--- config.mk ---
export PLATFORM = sky130hd
export DESIGN_NAME = me_protocol_monitor
export DESIGN_NICKNAME = d
export VERILOG_FILES = /design/src/rtl/me_protocol_monitor.sv
export SDC_FILE = /design/constraint.sdc
export NUM_CORES = 1
export LEC_CHECK = 0
export CORE_MARGIN = 4
export CORE_UTILIZATION = 54
export DETAILED_ROUTE_END_ITERATION = 6
export PLACE_DENSITY = 0.9
export SYNTH_ARGS = -nofsm -noshare
export SYNTH_HDL_FRONTEND = slang
export SYNTH_SLANG_ARGS = --single-unit
--- constraint.sdc ---
create_clock -name clk -period 2.6 [get_ports clk]
set_input_delay 0.78 -clock clk [delete_from_list [all_inputs] [get_ports clk]]
set_output_delay 0.78 -clock clk [all_outputs]
set_load 0.005 [all_outputs]
--- src/rtl/me_protocol_monitor.sv ---
// Protocol monitor for the motion-estimation trigger/done handshake.
// Flags ordering, timeout, vector-range and result-stability violations and tracks search latency.
module me_protocol_monitor #(
    parameter int DIST_W    = 8,
    parameter int VEC_W     = 4,
    parameter int RANGE_MIN = -8,
    parameter int RANGE_MAX = 7,
    parameter int MAX_LAT   = 4096,
    parameter int CNT_W     = 16
) (
    input  logic              clk,
    input  logic              rst_n,
    input  logic              trigger,
    input  logic              done,
    input  logic [DIST_W-1:0] distance,
    input  logic [VEC_W-1:0]  vector_x,
    input  logic [VEC_W-1:0]  vector_y,
    input  logic              clear,
    output logic              busy,
    output logic [4:0]        err_flags,
    output logic              err_any,
    output logic [CNT_W-1:0]  err_count,
    output logic [CNT_W-1:0]  last_latency,
    output logic [CNT_W-1:0]  max_latency,
    output logic [CNT_W-1:0]  result_count
);

    localparam int CMP_W = (VEC_W > 32) ? VEC_W : 32;
    localparam logic signed [CMP_W-1:0] RMIN = CMP_W'(RANGE_MIN);
    localparam logic signed [CMP_W-1:0] RMAX = CMP_W'(RANGE_MAX);
    localparam logic [CNT_W-1:0] LAT_LIMIT = CNT_W'(MAX_LAT);
    localparam logic [CNT_W-1:0] ONE       = CNT_W'(1);
    localparam logic [CNT_W-1:0] SAT       = '1;

    typedef enum logic [1:0] {
        S_IDLE,
        S_ARMED,
        S_RUN,
        S_DONE
    } state_t;

    state_t              state_q, state_d;
    logic                done_q;
    logic [CNT_W-1:0]    lat_cnt;
    logic [DIST_W-1:0]   cap_dist;
    logic [VEC_W-1:0]    cap_x, cap_y;

    logic                done_rise, run_rise, lat_at_limit;
    logic signed [CMP_W-1:0] vx_s, vy_s;
    logic                vec_bad;
    logic [4:0]          err_vec, flags_d;
    logic                fire;
    logic [CNT_W-1:0]    err_count_d, max_base, max_d, rc_base, rc_d;

    assign done_rise    = done && !done_q;
    assign run_rise     = (state_q == S_RUN) && done_rise;
    assign lat_at_limit = (lat_cnt == LAT_LIMIT);
    assign busy         = (state_q == S_ARMED) || (state_q == S_RUN);

    // Sign-extend to at least 32 bits so RANGE extremes compare without overflow.
    assign vx_s    = CMP_W'(signed'(vector_x));
    assign vy_s    = CMP_W'(signed'(vector_y));
    assign vec_bad = (vx_s < RMIN) || (vx_s > RMAX) || (vy_s < RMIN) || (vy_s > RMAX);

    // NOTE: every signal written in an always_comb gets a default first so no latch is inferred.
    always_comb begin
        state_d = state_q;
        case (state_q)
            S_IDLE:  if (trigger) state_d = S_ARMED;
            S_ARMED: if (!trigger) state_d = S_RUN;
            S_RUN: begin
                if (done_rise)         state_d = S_DONE;
                else if (trigger)      state_d = S_ARMED;
                else if (lat_at_limit) state_d = S_IDLE;
            end
            S_DONE: begin
                if (trigger)    state_d = S_ARMED;
                else if (!done) state_d = S_IDLE;
            end
            default: state_d = S_IDLE;
        endcase
    end

    always_comb begin
        err_vec    = '0;
        err_vec[0] = trigger && done;
        err_vec[1] = (state_q == S_RUN) && !done_rise && !trigger && lat_at_limit;
        err_vec[2] = run_rise && vec_bad;
        err_vec[3] = done_rise && ((state_q == S_IDLE) || (state_q == S_ARMED));
        err_vec[4] = (state_q == S_DONE) && done && !trigger &&
                     ((distance != cap_dist) || (vector_x != cap_x) || (vector_y != cap_y));
        fire       = |err_vec;
    end

    // clear is applied before any error raised in the same cycle.
    always_comb begin
        flags_d     = (clear ? 5'b0 : err_flags) | err_vec;
        err_count_d = err_count;
        if (clear)
            err_count_d = fire ? ONE : '0;
        else if (fire && (err_count != SAT))
            err_count_d = err_count + ONE;

        max_base = clear ? '0 : max_latency;
        max_d    = max_base;
        if (run_rise && (lat_cnt > max_base))
            max_d = lat_cnt;

        rc_base = clear ? '0 : result_count;
        rc_d    = rc_base;
        if (run_rise && (rc_base != SAT))
            rc_d = rc_base + ONE;
    end

    // NOTE: sequential state uses non-blocking assignments so every register samples pre-edge values.
    always_ff @(posedge clk or negedge rst_n) begin
        if (!rst_n) begin
            state_q      <= S_IDLE;
            done_q       <= 1'b0;
            lat_cnt      <= '0;
            cap_dist     <= '0;
            cap_x        <= '0;
            cap_y        <= '0;
            err_flags    <= '0;
            err_any      <= 1'b0;
            err_count    <= '0;
            last_latency <= '0;
            max_latency  <= '0;
            result_count <= '0;
        end else begin
            state_q      <= state_d;
            done_q       <= done;
            err_flags    <= flags_d;
            err_any      <= |flags_d;
            err_count    <= err_count_d;
            max_latency  <= max_d;
            result_count <= rc_d;

            if ((state_q == S_ARMED) && !trigger)
                lat_cnt <= ONE;
            else if ((state_q == S_RUN) && (lat_cnt != SAT))
                lat_cnt <= lat_cnt + ONE;

            if (run_rise) begin
                last_latency <= lat_cnt;
                cap_dist     <= distance;
                cap_x        <= vector_x;
                cap_y        <= vector_y;
            end
        end
    end

endmodule
# ---- After elaboration in Yosys (flattened, before gate mapping)
# Cells that the tools add are included.
dict set report totals {
  regBits 105
  out_inout_bits 71
}
dict set report op_classes {
  addsub 3
  order_cmp 5
  eq_ne 14
  n_mux 18
  bitwise 1
  reduce_logical 32
}
# op count
set op_table {}
lappend op_table {{$mux W16} 8}
lappend op_table {{$add A16 B1 Y16 const B} 3}
lappend op_table {{$ne A16 B16 Y1 const B} 3}
lappend op_table {{$eq A16 B13 Y1 const B} 1}
lappend op_table {{$gt A16 B16 Y1} 1}
lappend op_table {{$logic_and A1 B1 Y1} 16}
lappend op_table {{$mux W2} 7}
lappend op_table {{$reduce_or A5 Y1} 2}
lappend op_table {{$gt A4 B4 Y1 const B} 2}
lappend op_table {{$lt A4 B4 Y1 const B} 2}
lappend op_table {{$ne A4 B4 Y1} 2}
lappend op_table {{$ne A8 B8 Y1} 1}
lappend op_table {{$pmux W2 S4} 1}
lappend op_table {{$logic_or A1 B1 Y1} 7}
lappend op_table {{$mux W5} 1}
lappend op_table {{$or A5 B5 Y5} 1}
lappend op_table {{$eq A2 B2 Y1 const B} 2}
lappend op_table {{$ne A2 B2 Y1 const B} 2}
lappend op_table {{$ne A4 B4 Y1 const B} 1}
lappend op_table {{$reduce_and A4 Y1} 1}
lappend op_table {{$reduce_bool A2 Y1} 2}
lappend op_table {{$logic_not A1 Y1} 3}
lappend op_table {{$ne A3 B3 Y1 const B} 1}
lappend op_table {{$eq A2 B1 Y1 const B} 1}
lappend op_table {{2 further kinds} 2}

# ---- Logic depth before layout (Yosys ltp)
dict set report depth {
  ltp_word 10
  mapped_depth 12
  depth_no_buf 9
}

# ---- Worst setup path before layout
# No wires, ideal clock.
dict set report synth_timing {
  path_type {input to register}
  startpoint {input clear}
  endpoint {register max_latency[10]}
  arrival_ns 3.458
  required_ns 2.521
  setup_slack_ns -0.937
  stages 12
  path_cell_list {clkbuf_1 > inv_1 > clkbuf_1 > clkbuf_1 > nand2_1 > ha_1 > nor2b_1 > o211ai_1 > a2111oi_0 > o31ai_2 > buf_2 > mux2i_1}
}
dict set report synth_via {
  elab_chain_len 4
}
# item line
set synth_rtl {}
lappend synth_rtl {{start: declaration} 18} ;# input logic clear,
lappend synth_rtl {{$mux W16 (*)} 104} ;# max_base = clear ? '0 : max_latency;
lappend synth_rtl {{$gt A16 B16 Y1} 106} ;# if (run_rise && (lat_cnt > max_base))
lappend synth_rtl {{$logic_and A1 B1 Y1} 106}
lappend synth_rtl {{$mux W16 (*)} 106}
lappend synth_rtl {{named net max_d[10]} 53} ;# logic [CNT_W-1:0] err_count_d, max_base, max_d, rc_base, rc_d;
lappend synth_rtl {{end signal: assignment} 136} ;# max_latency <= max_d;
lappend synth_rtl {{end: declaration} 24} ;# output logic [CNT_W-1:0] max_latency,
# Mark *: on every way through the listed nets, which the timed path passes. The rest lies on a longest branch.
# A chain may end at the register's enable or synchronous reset.

# ---- Worst setup path after layout
dict set report layout_timing {
  startpoint {register state_q[0]}
  endpoint {output busy}
}
dict set report layout_via {
  elab_chain_len 2
  word_cells_on_any_way 3
  cone_classes {2 x eq/ne; 1 x reduce/logical}
}
# item line
set layout_rtl {}
lappend layout_rtl {{start: declaration} 42} ;# state_t state_q, state_d;
lappend layout_rtl {{start signal: assignment} 131} ;# state_q <= state_d;
lappend layout_rtl {{$eq A2 B1 Y1 / $eq A2 B2 Y1 (equally long branches)} 58} ;# assign busy = (state_q == S_ARMED) || (state_q == S_RUN);
lappend layout_rtl {{$logic_or A1 B1 Y1 (*)} 58}
lappend layout_rtl {{end: declaration} 19} ;# output logic busy,
# Mark *: on every way between the ends. The rest lies on a longest branch, timed or not.

==> PnR_summary.wiki <==
{| class="wikitable"
! Metric !! Value
|-
| Hold Crit Class || input port to asynchronous set/reset pin
|-
| Max FO, Critical Path || 4
|-
| Clock tree sinks || 105
|-
| Number of diodes added for antenna fixing || 0
|-
| Grt ovf || 0
|-
| Total via count in the routed design || between 4000 and 5000
|-
| Worst stage delay on the critical path || ~540 ps
|-
| Cell at the root of the clock tree || clkbuf_8
|-
| Number of primary I/O pins || a little over 90
|-
| Die W || between 100 and 150 um
|-
| Endpoint arrival time on the critical path || about 1700 ps
|-
| Number of library cell types mapped by synthesis || 55
|-
| Async set-reset flop share out of synthesis || 100%
|-
| Antenna violations before repair || 0
|-
| Maximum clock skew at final layout || between 9 and 10 ps
|-
| Via count of the first global-routing pass || about 4800
|-
| Fraction of final layout cells with drive strength greater than 1 || 14.6%
|-
| Clk_lat worst skew || 380 ps
|-
| Max-slew violation total from the final report || 0
|-
| Type of element capturing the critical path || output pin
|-
| Inserted Clock Buffers || 9
|-
| Post-CTS Hold Fix Bufs || 0
|-
| Critical path launch point type || flop
|-
| Antenna viol nets, final || 0
|-
| Per-cell via count in the routed design || 5.77
|-
| Achievable Freq || just under 400 MHz
|-
| Count of maximum capacitance violations || 0
|-
| Remaining routing DRC violations || 0
|-
| Post-synthesis cell count || ~540
|-
| Wire length of the first global-routing pass || ~23000 um
|-
| Post-detailed-routing wire length || around 14000 um
|-
| TritonCTS clock tree || done
|-
| Number of setup violations in the final report || 0
|-
| Avg Cell Area, Syn || 10.2 um^2
|-
| H-tree levels || 3
|-
| Biggest area contributors in the synthesized netlist || dfrtp_1, ha_1, xnor2_1
|-
| Util after Layout || between 70% and 80%
|-
| Prevailing post-synth register cell || dfrtp_1
|-
| Chain of cells forming the critical path || inv_1 > ha_1 > clkdlybuf4s50_1
|-
| Largest buffer count on any clock path || 2
|-
| Net count of the finished layout || 709
|-
| Overall Global Routing Usage || 25.1%
|-
| Number of endpoints with negative hold slack in the final report || 0
|-
| Post-synthesis sequential area ratio || about 48%
|-
| Cell with the largest stage delay on the worst path || clkdlybuf4s50_1
|-
| Height of the chip || 109 um
|-
| Worst voltage drop across the vdd grid || about 0.0005 V
|-
| Leak || ~3.1 nW
|-
| Floorplan core area || about 10000 um^2
|-
| Total power divided by cell area || around 700 nW/um^2
|-
| Clock slew at the register clock pins of the worst setup and hold paths || 100 ps
|-
| Violation count after the first detailed-route iteration || around 260
|-
| Number of buffer and inverter instances along the worst setup path || 2
|-
| First-pass detailed-route iteration total || 5
|-
| Most frequent cells after synthesis || dfrtp_1, nand2_1, nor2_1, xnor2_1, o21ai_0
|-
| Post-Synthesis Net Count || around 580
|-
| Site row count || 36
|-
| Setup repair after global routing missed its margin || true
|-
| Kind of cell adding the most delay to the critical path || buffers and inverters
|-
| Largest net degree at the start of global routing || 58
|-
| Pwr Total || about 0.0050 W
|-
| Data required time at the worst endpoint || around 1800 ps
|-
| Area growth from synthesis to layout || 29.9%
|-
| Final critical delay including setup and external delays || 2520 ps
|-
| Starting density of the core || 55.8%
|-
| Yosys warns || 0
|-
| # port buffers || 91
|-
| Outcome || completed
|-
| Worst slew slack as a fraction of its limit || between 70 and 80%
|-
| Register bit total from synthesis || about 110
|-
| Detailed placer's ending HPWL || just over 10000 um
|-
| Filler Cell Count || 720
|-
| Area share of the largest cell type after synthesis || a little under half
|-
| Area of the die || between 10000 and 15000 um^2
|-
| Average wire length per cell after detail routing || between 15 and 20 um
|-
| Ratio of final minimum period to clock period || about 97%
|-
| Most numerous cell in the Yosys netlist || dfrtp_1
|-
| Routability congestion estimate from global placement || approximately 0.89
|-
| Number of enable-type register cells in the synthesized netlist || 0
|-
| Transition at the pin with the smallest max-transition slack || roughly 450 ps
|-
| Netlist area before placement || ~5500 um^2
|-
| Cell type with the highest aggregate area in the netlist || dfrtp_1
|-
| Crit path kind || flop to output pin
|}
-- through the flow --
step                      instances  hold WS (ps)  setup TNS [ps]  setup slack (ps)  area, um^2
final                           802           255               0              81.9        7120
after global routing            802           247           -12.6             -10.0        7120
after CTS                       802           243               0              64.9        7100
after detailed placement        785           469          -19620              -666        6850
after global placement          785           467          -16300              -586        6850
after floorplan                 538           473           -3290              -256        5570
-- metal layers --
metal  wire, um  up-vias  global-route usage, %
li1           -     2161                      -
met1       5610     2271                   29.8
met2       7240      170                   44.4
met3        790       29                   6.10
met4        328        0                   8.57
met5          0        -                      0
-- worst paths after layout --
path / from / end / slack [ps] / cells after the start
min in group clk: last_latency[13]$_DFFE_PN0P_ / last_latency[13]$_DFFE_PN0P_ / 490 / 2
worst min register to register: last_latency[13]$_DFFE_PN0P_ / last_latency[13]$_DFFE_PN0P_ / 490 / 2
worst min-delay path: rst_n / result_count[11]$_DFF_PN0_ / 250 / 1
max in group asynchronous: rst_n / result_count[6]$_DFF_PN0_ / 1660 / 2
worst max register to register: lat_cnt[0]$_DFFE_PN0P_ / err_count[5]$_DFFE_PN0P_ / 190 / 8
worst max-delay path: state_q[0]$_DFFE_PN0P_ / busy / 80 / 3
-- flip-flops by register name, summed over array words and instances (netlist names) --
| register | count |
|---|---|
| result_count | 16 |
| last_latency | 16 |
| err_flags | 5 |
| lat_cnt | 16 |
| state_q | 2 |
| cap_y | 4 |
| err_any | 1 |
| err_count | 16 |
| cap_x | 4 |
| max_latency | 16 |
| done_q | 1 |
| cap_dist | 8 |
-- area by class of cell --
cell class | count | area [um^2] | share of cell area, %
Timing Repair Buffer | 137 | 1280 | 18.0
Tap cell | 133 | 166 | 2.34
Clock buffer | 9 | 124 | 1.74
Multi-Input combinational cell | 385 | 2700 | 37.9
Sequential cell | 105 | 2630 | 36.9
Timing Repair inverter | 1 | 3.75 | 0.0527
Clock inverter | 7 | 119 | 1.67
Inverter | 25 | 98.8 | 1.39
-- layout by cell type, fill, tap and decap left out, drive strengths merged, types with 3 or more instances in the layout --
cell,netlist,final
mux2i,18,18
dfrtp,105,105
ha,24,24
o31ai,10,10
and3,8,8
o2bb2ai,3,3
a31oi,5,5
nand4,20,20
xnor2,31,31
nand3,13,13
nor2b,12,12
o21ai,27,27
inv,25,26
nor3,7,7
nor4,8,8
xor2,6,6
clkbuf,18,9
nor2,34,34
mux2,20,20
clkdlybuf4s50,0,89
bufinv,0,3
nand2b,8,8
or4,7,7
a21oi,25,25
nand3b,3,3
and4,7,7
buf,5,47
or3,6,6
nand2,58,58
-- report_power, final --
part	switching (W)	leakage (nW)	internal (W)	total [W]
clock	0.000565	0.115	0.000639	0.00120
combinational	0.000735	1.59	0.000854	0.00159
sequential	0.000250	1.41	0.00195	0.00220
total	0.00155	3.11	0.00344	0.00499
-- repair_timing --
action,CTS,global route
gates resized for setup,3,7
buffers inserted,0,0
pin swaps,0,1
setup endpoints to repair,21,20
cloned,1,0
-- worst register-to-register path, stage by stage, from the launching register on --
cell	delay (ps)
dfrtp_1	440
inv_1	160
ha_1	170
and4bb_2	230
nand4_2	140
o2bb2ai_2	210
o21ba_4	240
nor4_1	330
mux2_2	370
-- logic make-up (layout without fill, tap and decap cells) --
kind of cell / count (synthesis) / count (layout) / synth area share (%)
adders and majority gates: 24 / 24 / 5.48
DFF: 105 / 105 / 48.0
xor gates and xnor gates: 37 / 37 / 5.91
and+or+nand+nor: 197 / 197 / 19.2
muxes: 38 / 38 / 7.40
buffers and inverters: 48 / 179 / 3.63
AOI/OAI and AO/OA: 89 / 89 / 10.4
Power figures use the tool's default switching activity.
